[config.mk]
export PLATFORM = sky130hd
export DESIGN_NAME = dpa_arb
export DESIGN_NICKNAME = d
export VERILOG_FILES = /design/src/rtl/dpa_pkg.sv /design/src/rtl/dpa1.sv /design/src/rtl/rr_arb.sv /design/src/rtl/dpa_arb.sv
export SDC_FILE = /design/constraint.sdc
export NUM_CORES = 1
export LEC_CHECK = 0
export CORE_AREA = 2 2 237 239
export CTS_CLUSTER_SIZE = 10
export DETAILED_ROUTE_END_ITERATION = 10
export DIE_AREA = 0 0 239 241
export PLACE_DENSITY = 0.61
export SYNTH_ARGS = -nofsm -noshare
export SYNTH_HDL_FRONTEND = slang
export SYNTH_SLANG_ARGS = --single-unit
[constraint.sdc]
create_clock -name clk -period 4.9 [get_ports clk]
set_input_delay 1.225 -clock clk [delete_from_list [all_inputs] [get_ports clk]]
set_output_delay 1.225 -clock clk [all_outputs]
set_load 0.01 [all_outputs]
[src/rtl/dpa_pkg.sv]
// dpa_pkg: definitions shared by dpa_arb and its sub-modules.
//   state_t        - arbiter FSM states (idle / calculate / respond)
//   FLAG_*         - bit positions inside rsp_flags = {cout, negative, overflow, zero}
//   DPA_N_DEFAULT  - default operand width of the shared DPA1 adder
package dpa_pkg;

  localparam int unsigned DPA_N_DEFAULT = 64;

  localparam int unsigned FLAG_ZERO = 0;
  localparam int unsigned FLAG_OVF  = 1;
  localparam int unsigned FLAG_NEG  = 2;
  localparam int unsigned FLAG_COUT = 3;

  typedef enum logic [1:0] {
    ST_IDLE = 2'd0,
    ST_CALC = 2'd1,
    ST_RESP = 2'd2
  } state_t;

endpackage

[src/rtl/dpa1.sv]
// dpa1: combinational N-bit adder with status flags.
// Ports:
//   a, b       in  N  operands
//   cin        in  1  carry-in
//   signed_en  in  1  enables the two's-complement overflow flag
//   final_sum  out N  a + b + cin, modulo 2^N
//   cout       out 1  carry out of bit N-1
//   negative   out 1  final_sum[N-1]
//   overflow   out 1  signed overflow (forced to 0 when signed_en=0)
//   zero       out 1  final_sum == 0
module dpa1 #(
  parameter int unsigned N = 64
) (
  input  logic [N-1:0] a,
  input  logic [N-1:0] b,
  input  logic         cin,
  input  logic         signed_en,
  output logic [N-1:0] final_sum,
  output logic         cout,
  output logic         negative,
  output logic         overflow,
  output logic         zero
);

  logic [N:0] w_full;

  assign w_full    = {1'b0, a} + {1'b0, b} + {{N{1'b0}}, cin};
  assign final_sum = w_full[N-1:0];
  assign cout      = w_full[N];
  assign negative  = w_full[N-1];
  // Same-sign operands producing a result of the other sign.
  assign overflow  = signed_en & (a[N-1] ~^ b[N-1]) & (w_full[N-1] ^ a[N-1]);
  assign zero      = (w_full[N-1:0] == '0);

endmodule

[src/rtl/rr_arb.sv]
// rr_arb: round-robin priority selector.
// Ports:
//   req    in  NREQ      request vector
//   ptr    in  clog2     index with highest priority (must be < NREQ)
//   grant  out NREQ      one-hot first set bit of req searching upward
//                        from ptr with wrap-around; zero when req == 0
module rr_arb #(
  parameter int unsigned NREQ = 4,
  localparam int unsigned PW  = $clog2(NREQ)
) (
  input  logic [NREQ-1:0] req,
  input  logic [PW-1:0]   ptr,
  output logic [NREQ-1:0] grant
);

  logic [NREQ-1:0] w_rot;
  logic [NREQ-1:0] w_grot;
  logic            w_found;

  // Rotate so that bit 0 is the requester at ptr, pick the lowest set bit,
  // then rotate the one-hot result back.
  assign w_rot = NREQ'({req, req} >> ptr);

  always_comb begin
    w_grot  = '0;
    w_found = 1'b0;
    for (int unsigned k = 0; k < NREQ; k++) begin
      if (!w_found && w_rot[k]) begin
        w_grot[k] = 1'b1;
        w_found   = 1'b1;
      end
    end
  end

  assign grant = NREQ'(({w_grot, w_grot} << ptr) >> NREQ);

endmodule

[src/rtl/dpa_arb.sv]
// dpa_arb: round-robin arbiter sharing one DPA1 adder among NREQ requesters.
// One operation per 3 cycles: IDLE (accept) -> CALC (add) -> RESP (hold).
// Optional feature: define DPA_ARB_PERF_EN to add per-requester saturating
// 16-bit grant counters on output perf_cnt.
// Ports:
//   clk, rst    in   clock, synchronous active-high reset
//   req_valid   in   NREQ      request valid per requester
//   req_ready   out  NREQ      one-hot accept strobe (IDLE only)
//   req_a/b     in   NREQ*N    packed operands, requester i at [i*N +: N]
//   req_cin     in   NREQ      carry-in per requester
//   req_signed  in   NREQ      signed_en per requester
//   rsp_valid   out  1         response valid (RESP only)
//   rsp_ready   in   1         response accept
//   rsp_id      out  clog2     owner of the response
//   rsp_sum     out  N         registered sum
//   rsp_flags   out  4         registered {cout, negative, overflow, zero}
//   perf_cnt    out  NREQ*16   grant counters (DPA_ARB_PERF_EN only)
module dpa_arb
  import dpa_pkg::*;
#(
  parameter int unsigned N    = DPA_N_DEFAULT,
  parameter int unsigned NREQ = 4,
  localparam int unsigned PW  = $clog2(NREQ)
) (
  input  logic                clk,
  input  logic                rst,
  input  logic [NREQ-1:0]     req_valid,
  output logic [NREQ-1:0]     req_ready,
  input  logic [NREQ*N-1:0]   req_a,
  input  logic [NREQ*N-1:0]   req_b,
  input  logic [NREQ-1:0]     req_cin,
  input  logic [NREQ-1:0]     req_signed,
  output logic                rsp_valid,
  input  logic                rsp_ready,
  output logic [PW-1:0]       rsp_id,
  output logic [N-1:0]        rsp_sum,
  output logic [3:0]          rsp_flags
`ifdef DPA_ARB_PERF_EN
  ,
  output logic [NREQ*16-1:0]  perf_cnt
`endif
);

  state_t          r_state;
  state_t          w_next;
  logic [PW-1:0]   r_ptr;
  logic [N-1:0]    r_a;
  logic [N-1:0]    r_b;
  logic            r_cin;
  logic            r_sgn;
  logic [PW-1:0]   r_id;

  logic [NREQ-1:0] w_req;
  logic [NREQ-1:0] w_grant;
  logic [PW-1:0]   w_gidx;
  logic            w_xfer;
  logic [N-1:0]    w_sel_a;
  logic [N-1:0]    w_sel_b;
  logic            w_sel_cin;
  logic            w_sel_sgn;

  logic [N-1:0]    w_sum;
  logic            w_cout;
  logic            w_neg;
  logic            w_ovf;
  logic            w_zero;

  // Requests are only visible to the selector while idle and out of reset.
  assign w_req = (r_state == ST_IDLE && !rst) ? req_valid : '0;

  rr_arb #(.NREQ(NREQ)) u_rr_arb (
    .req   (w_req),
    .ptr   (r_ptr),
    .grant (w_grant)
  );

  assign req_ready = w_grant;
  assign w_xfer    = |(req_valid & w_grant);

  always_comb begin
    w_gidx    = '0;
    w_sel_a   = '0;
    w_sel_b   = '0;
    w_sel_cin = 1'b0;
    w_sel_sgn = 1'b0;
    for (int unsigned i = 0; i < NREQ; i++) begin
      if (w_grant[i]) begin
        w_gidx    = PW'(i);
        w_sel_a   = req_a[i*N +: N];
        w_sel_b   = req_b[i*N +: N];
        w_sel_cin = req_cin[i];
        w_sel_sgn = req_signed[i];
      end
    end
  end

  dpa1 #(.N(N)) u_dpa1 (
    .a         (r_a),
    .b         (r_b),
    .cin       (r_cin),
    .signed_en (r_sgn),
    .final_sum (w_sum),
    .cout      (w_cout),
    .negative  (w_neg),
    .overflow  (w_ovf),
    .zero      (w_zero)
  );

  always_ff @(posedge clk) begin
    if (rst) r_state <= ST_IDLE;
    else     r_state <= w_next;
  end

  always_comb begin
    w_next = r_state;
    unique case (r_state)
      ST_IDLE: if (w_xfer)    w_next = ST_CALC;
      ST_CALC:                w_next = ST_RESP;
      ST_RESP: if (rsp_ready) w_next = ST_IDLE;
      default:                w_next = ST_IDLE;
    endcase
  end

  assign rsp_valid = (r_state == ST_RESP);

  always_ff @(posedge clk) begin
    if (rst) begin
      r_ptr     <= '0;
      r_a       <= '0;
      r_b       <= '0;
      r_cin     <= 1'b0;
      r_sgn     <= 1'b0;
      r_id      <= '0;
      rsp_sum   <= '0;
      rsp_flags <= '0;
      rsp_id    <= '0;
    end else begin
      if (r_state == ST_IDLE && w_xfer) begin
        r_a   <= w_sel_a;
        r_b   <= w_sel_b;
        r_cin <= w_sel_cin;
        r_sgn <= w_sel_sgn;
        r_id  <= w_gidx;
        r_ptr <= (w_gidx == PW'(NREQ - 1)) ? '0 : w_gidx + 1'b1;
      end
      if (r_state == ST_CALC) begin
        rsp_sum              <= w_sum;
        rsp_flags[FLAG_COUT] <= w_cout;
        rsp_flags[FLAG_NEG]  <= w_neg;
        rsp_flags[FLAG_OVF]  <= w_ovf;
        rsp_flags[FLAG_ZERO] <= w_zero;
        rsp_id               <= r_id;
      end
    end
  end

`ifdef DPA_ARB_PERF_EN
  logic [NREQ-1:0][15:0] r_perf;

  always_ff @(posedge clk) begin
    if (rst) begin
      r_perf <= '0;
    end else begin
      for (int unsigned i = 0; i < NREQ; i++) begin
        if (w_xfer && w_grant[i] && r_perf[i] != 16'hFFFF)
          r_perf[i] <= r_perf[i] + 16'd1;
      end
    end
  end

  assign perf_cnt = r_perf;
`endif

endmodule

==> summary.md <==
| Metric | Value |
|---|---|
| Final worst path period need | `roughly 4.5 ns` |
| VDD IR-drop max | `0.214 mV` |
| Die Width | `239 um` |
| Synth area leader | `dfxtp_1` |
| Layout cells sized above 1 | `0.0417` |
| Synth async-reset ratio | `0` |
| Reg2Reg Setup Slack | `between 0.3 and 0.4 ns` |
| Post-CTS sizing | `0` |
| Cell area after layout | `21000 um^2` |
| Post-synth EDFFs | `0` |
| Wirelength per Cell | `around 24 um` |
| Pin count of the biggest net entering global routing | `between 100 and 150` |
| FMAX | `around 0.22 GHz` |
| Min-Delay Path Class | `register to register` |
| Final setup viols | `0` |
| Global-route wire length before repair | `109000 um` |
| Worst Tran Pin Value | `around 1.1 ns` |
| Skew final | `between 0.015 and 0.02 ns` |
| CTS tree | `done` |
| Post-Syn Instances | `roughly 1900` |
| Fill cell count | `5721` |
| R2R Path End | `rsp_flags[0]$_SDFFE_PP0N_` |
| Final WL | `between 70000 and 80000 um` |
| Synthesized net count | `2450` |
| Area of the multi-input gates | `between 8000 and 9000 um^2` |
| Result of the run | `finished clean` |
| Yosys reg bits | `between 200 and 250` |
| CTS sink cnt | `approximately 200` |
| Post-synth cell types | `86` |
| Top-area cell type share of the netlist area | `0.299` |
| Vias in the first global route | `17238` |
| Via/cell ratio | `around 5.5` |
| Pre-CTS setup slack | `around 0.33 ns` |
| Die H | `241 um` |
| Initial Utilization | `0.250` |
| Critical-path cell list | `inv_1, fa_1, inv_1, fa_1, nor3b_1, o211ai_1, a2111oi_1, o2111ai_1, a2111oi_0, nand4_1, nor4_1, nand4_1, or4_1, nand2_1` |
| Residual DRC | `0` |
| Crit path kind | `register to register` |
| DP HPWL | `60300 um` |
| Required time worst endpoint | `~5.4 ns` |
| I/O pins | `between 600 and 700` |
| Routed vias | `roughly 17000` |
| DRC marker count from the first detailed-route iteration | `about 1200` |
| # Max-Cap Violations | `0` |
| Syn_area_per_cell | `about 7.4 um^2` |
| Ys Warns | `0` |
| PwrDens | `340 nW/um^2` |
| Highest-delay cell along the critical path | `a2111oi_0` |
| Gr usage total | `0.249` |
| Core ar. | `roughly 55000 um^2` |
| TritonCTS Buffers | `26` |
| Die area | `approximately 58000 um^2` |
| Slew HR | `0.254` |
| Crit start category | `register` |
| Most numerous cell in the Yosys netlist | `nand2_1` |
| Fin nets | `roughly 3000` |
| H-tree depth | `1` |
| Synth cell count leaders | `nand2_1, dfxtp_1, a21oi_1` |
| Slew Limit Fails | `0` |
| Detail Route Antenna Nets | `0` |
| Clk_lat worst skew | `between 0.5 and 0.6 ns` |
| Critical path origin | `r_a[0]$_SDFFE_PP0P_` |
| Placer Congestion | `slightly below 1` |
| Register area share after synthesis | `0.299` |
| Hold Buf Count CTS | `0` |
| Top cells by area, synth | `dfxtp_1, nand2_1, a21oi_1` |
| Setup_tns | `0 ns` |
| CP endpoint | `rsp_flags[0]$_SDFFE_PP0N_` |
| Setup WS post-layout | `0.360 ns` |
| Register area | `between 4000 and 5000 um^2` |
| Initial antenna violation count | `2` |
| Area growth syn-to-layout | `52.9%` |
| Setup Buffers After CTS | `0` |
| Max clock buf depth | `3` |
| Top FF cell, synth | `dfxtp_1` |
| Clock-pin slew on the worst setup and hold paths | `0.06 ns` |
| Worst r2r src | `r_a[0]$_SDFFE_PP0P_` |
| Worst Reg-to-Reg Cells | `14` |
| Synth Cell Area | `13700 um^2` |
| First drt pass iteration count | `7` |
| Worst hold margin | `0.456 ns` |
| Leakage Power | `roughly 7.5 nW` |
| Clock Root Buffer | `clkbuf_16` |
| RSZ-0062 raised after global routing | `false` |
| Final period utilization | `0.927` |
| # rows | `86` |
| Slowest Stage Delay on Critical Path | `0.53 ns` |
| # port buffers | `601` |
| Design Power | `roughly 0.0071 W` |
| Post-place instance area | `20200 um^2` |
| GRT overflow | `0` |
| Final Hold Vio Count | `0` |
| Worst Path Max Fanout | `3` |
| Arr. time, crit path | `between 5 and 6 ns` |
| CP Capture Type | `register` |
-- sequential cells by signal (all words and copies together) (netlist names), 2 cells and up --
| signal | count |
|---|---|
| r_b | 64 |
| r_id | 2 |
| rsp_flags | 4 |
| r_ptr | 2 |
| rsp_sum | 63 |
| r_a | 64 |
| rsp_id | 2 |
| r_state | 2 |
-- layout by cell type, fill, tap and decap left out, types with 21 or more instances in the layout --
cell | netlist | layout
nor2_1 | 182 | 182
xnor2_1 | 23 | 23
ha_1 | 64 | 64
o22ai_1 | 54 | 54
clkdlybuf4s50_1 | 0 | 600
a21oi_1 | 204 | 204
a221oi_1 | 50 | 50
a222oi_1 | 82 | 82
clkbuf_16 | 0 | 27
dfxtp_1 | 205 | 205
xor2_1 | 21 | 21
nand2_1 | 332 | 332
a31oi_1 | 92 | 92
nor3_1 | 36 | 35
inv_1 | 26 | 25
nand4_1 | 28 | 28
o21ai_0 | 64 | 64
-- where the power goes --
group | internal [W] | leakage, nW | switching [W]
clock | 0.00108 | 0.386 | 0.000744
sequential | 0.00195 | 1.68 | 0.000247
combinational | 0.00129 | 5.45 | 0.00183
-- per-stage QoR --
step                utilization  std cells
detailed placement        0.368       3036
global placement          0.368       3036
global route              0.383       3078
CTS                       0.382       3076
finish                    0.383       3078
floorplan                     -       1857
-- routing by layer --
layer	vias to the layer above	track usage	part of all wire
met5	-	0	0
met4	0	0.0646	0.030
met3	111	0.0312	0.054
met2	673	0.469	0.51
met1	8261	0.297	0.41
li1	7999	-	-
-- critical path: cells and delay by family (launching register included) --
| family | cells | cell delay (ns) |
|---|---|---|
| adders and majority gates | 2 | 0.95 |
| buffers and inverters | 2 | 0.15 |
| DFF | 1 | 0.33 |
| and+or+nand+nor | 6 | 1.60 |
| AOI/OAI and AO/OA | 4 | 1.44 |
-- logic make-up after synthesis --
kind of cell / after synthesis / share of synthesized area
multiplexers: 4 / 0.00301
adder cells (fa/ha/maj): 66 / 0.0612
buffers and inverters: 174 / 0.0555
flip-flops: 205 / 0.299
AND/OR/NAND/NOR: 694 / 0.223
AO/OA/AOI/OAI: 670 / 0.330
XOR/XNOR: 44 / 0.0281
-- final cells by class --
class | count | share of cell area
multi-input combinational | 1478 | 0.424
antenna | 2 | 0.000238
clock buffer | 38 | 0.0370
timing repair buffer | 622 | 0.296
sequential | 205 | 0.195
tap | 704 | 0.0420
clock inverter | 2 | 0.000596
inverter | 27 | 0.00495
-- how the worst min path moves through the flow --
stage	to	cells past startpoint	from
2_1_floorplan	rsp_id[0]$_SDFFE_PP0N_	2	r_id[0]$_SDFFE_PP0P_
3_3_place_gp	rsp_sum[4]$_SDFFE_PP0N_	2	rsp_sum[4]$_SDFFE_PP0N_
3_5_place_dp	rsp_sum[6]$_SDFFE_PP0N_	2	rsp_sum[6]$_SDFFE_PP0N_
4_1_cts	rsp_sum[47]$_SDFFE_PP0N_	2	rsp_sum[47]$_SDFFE_PP0N_
5_1_grt	rsp_sum[8]$_SDFFE_PP0N_	2	rsp_sum[8]$_SDFFE_PP0N_
6_report	rsp_sum[31]$_SDFFE_PP0N_	2	rsp_sum[31]$_SDFFE_PP0N_
No activity file was read; power rests on OpenSTA's default activity.
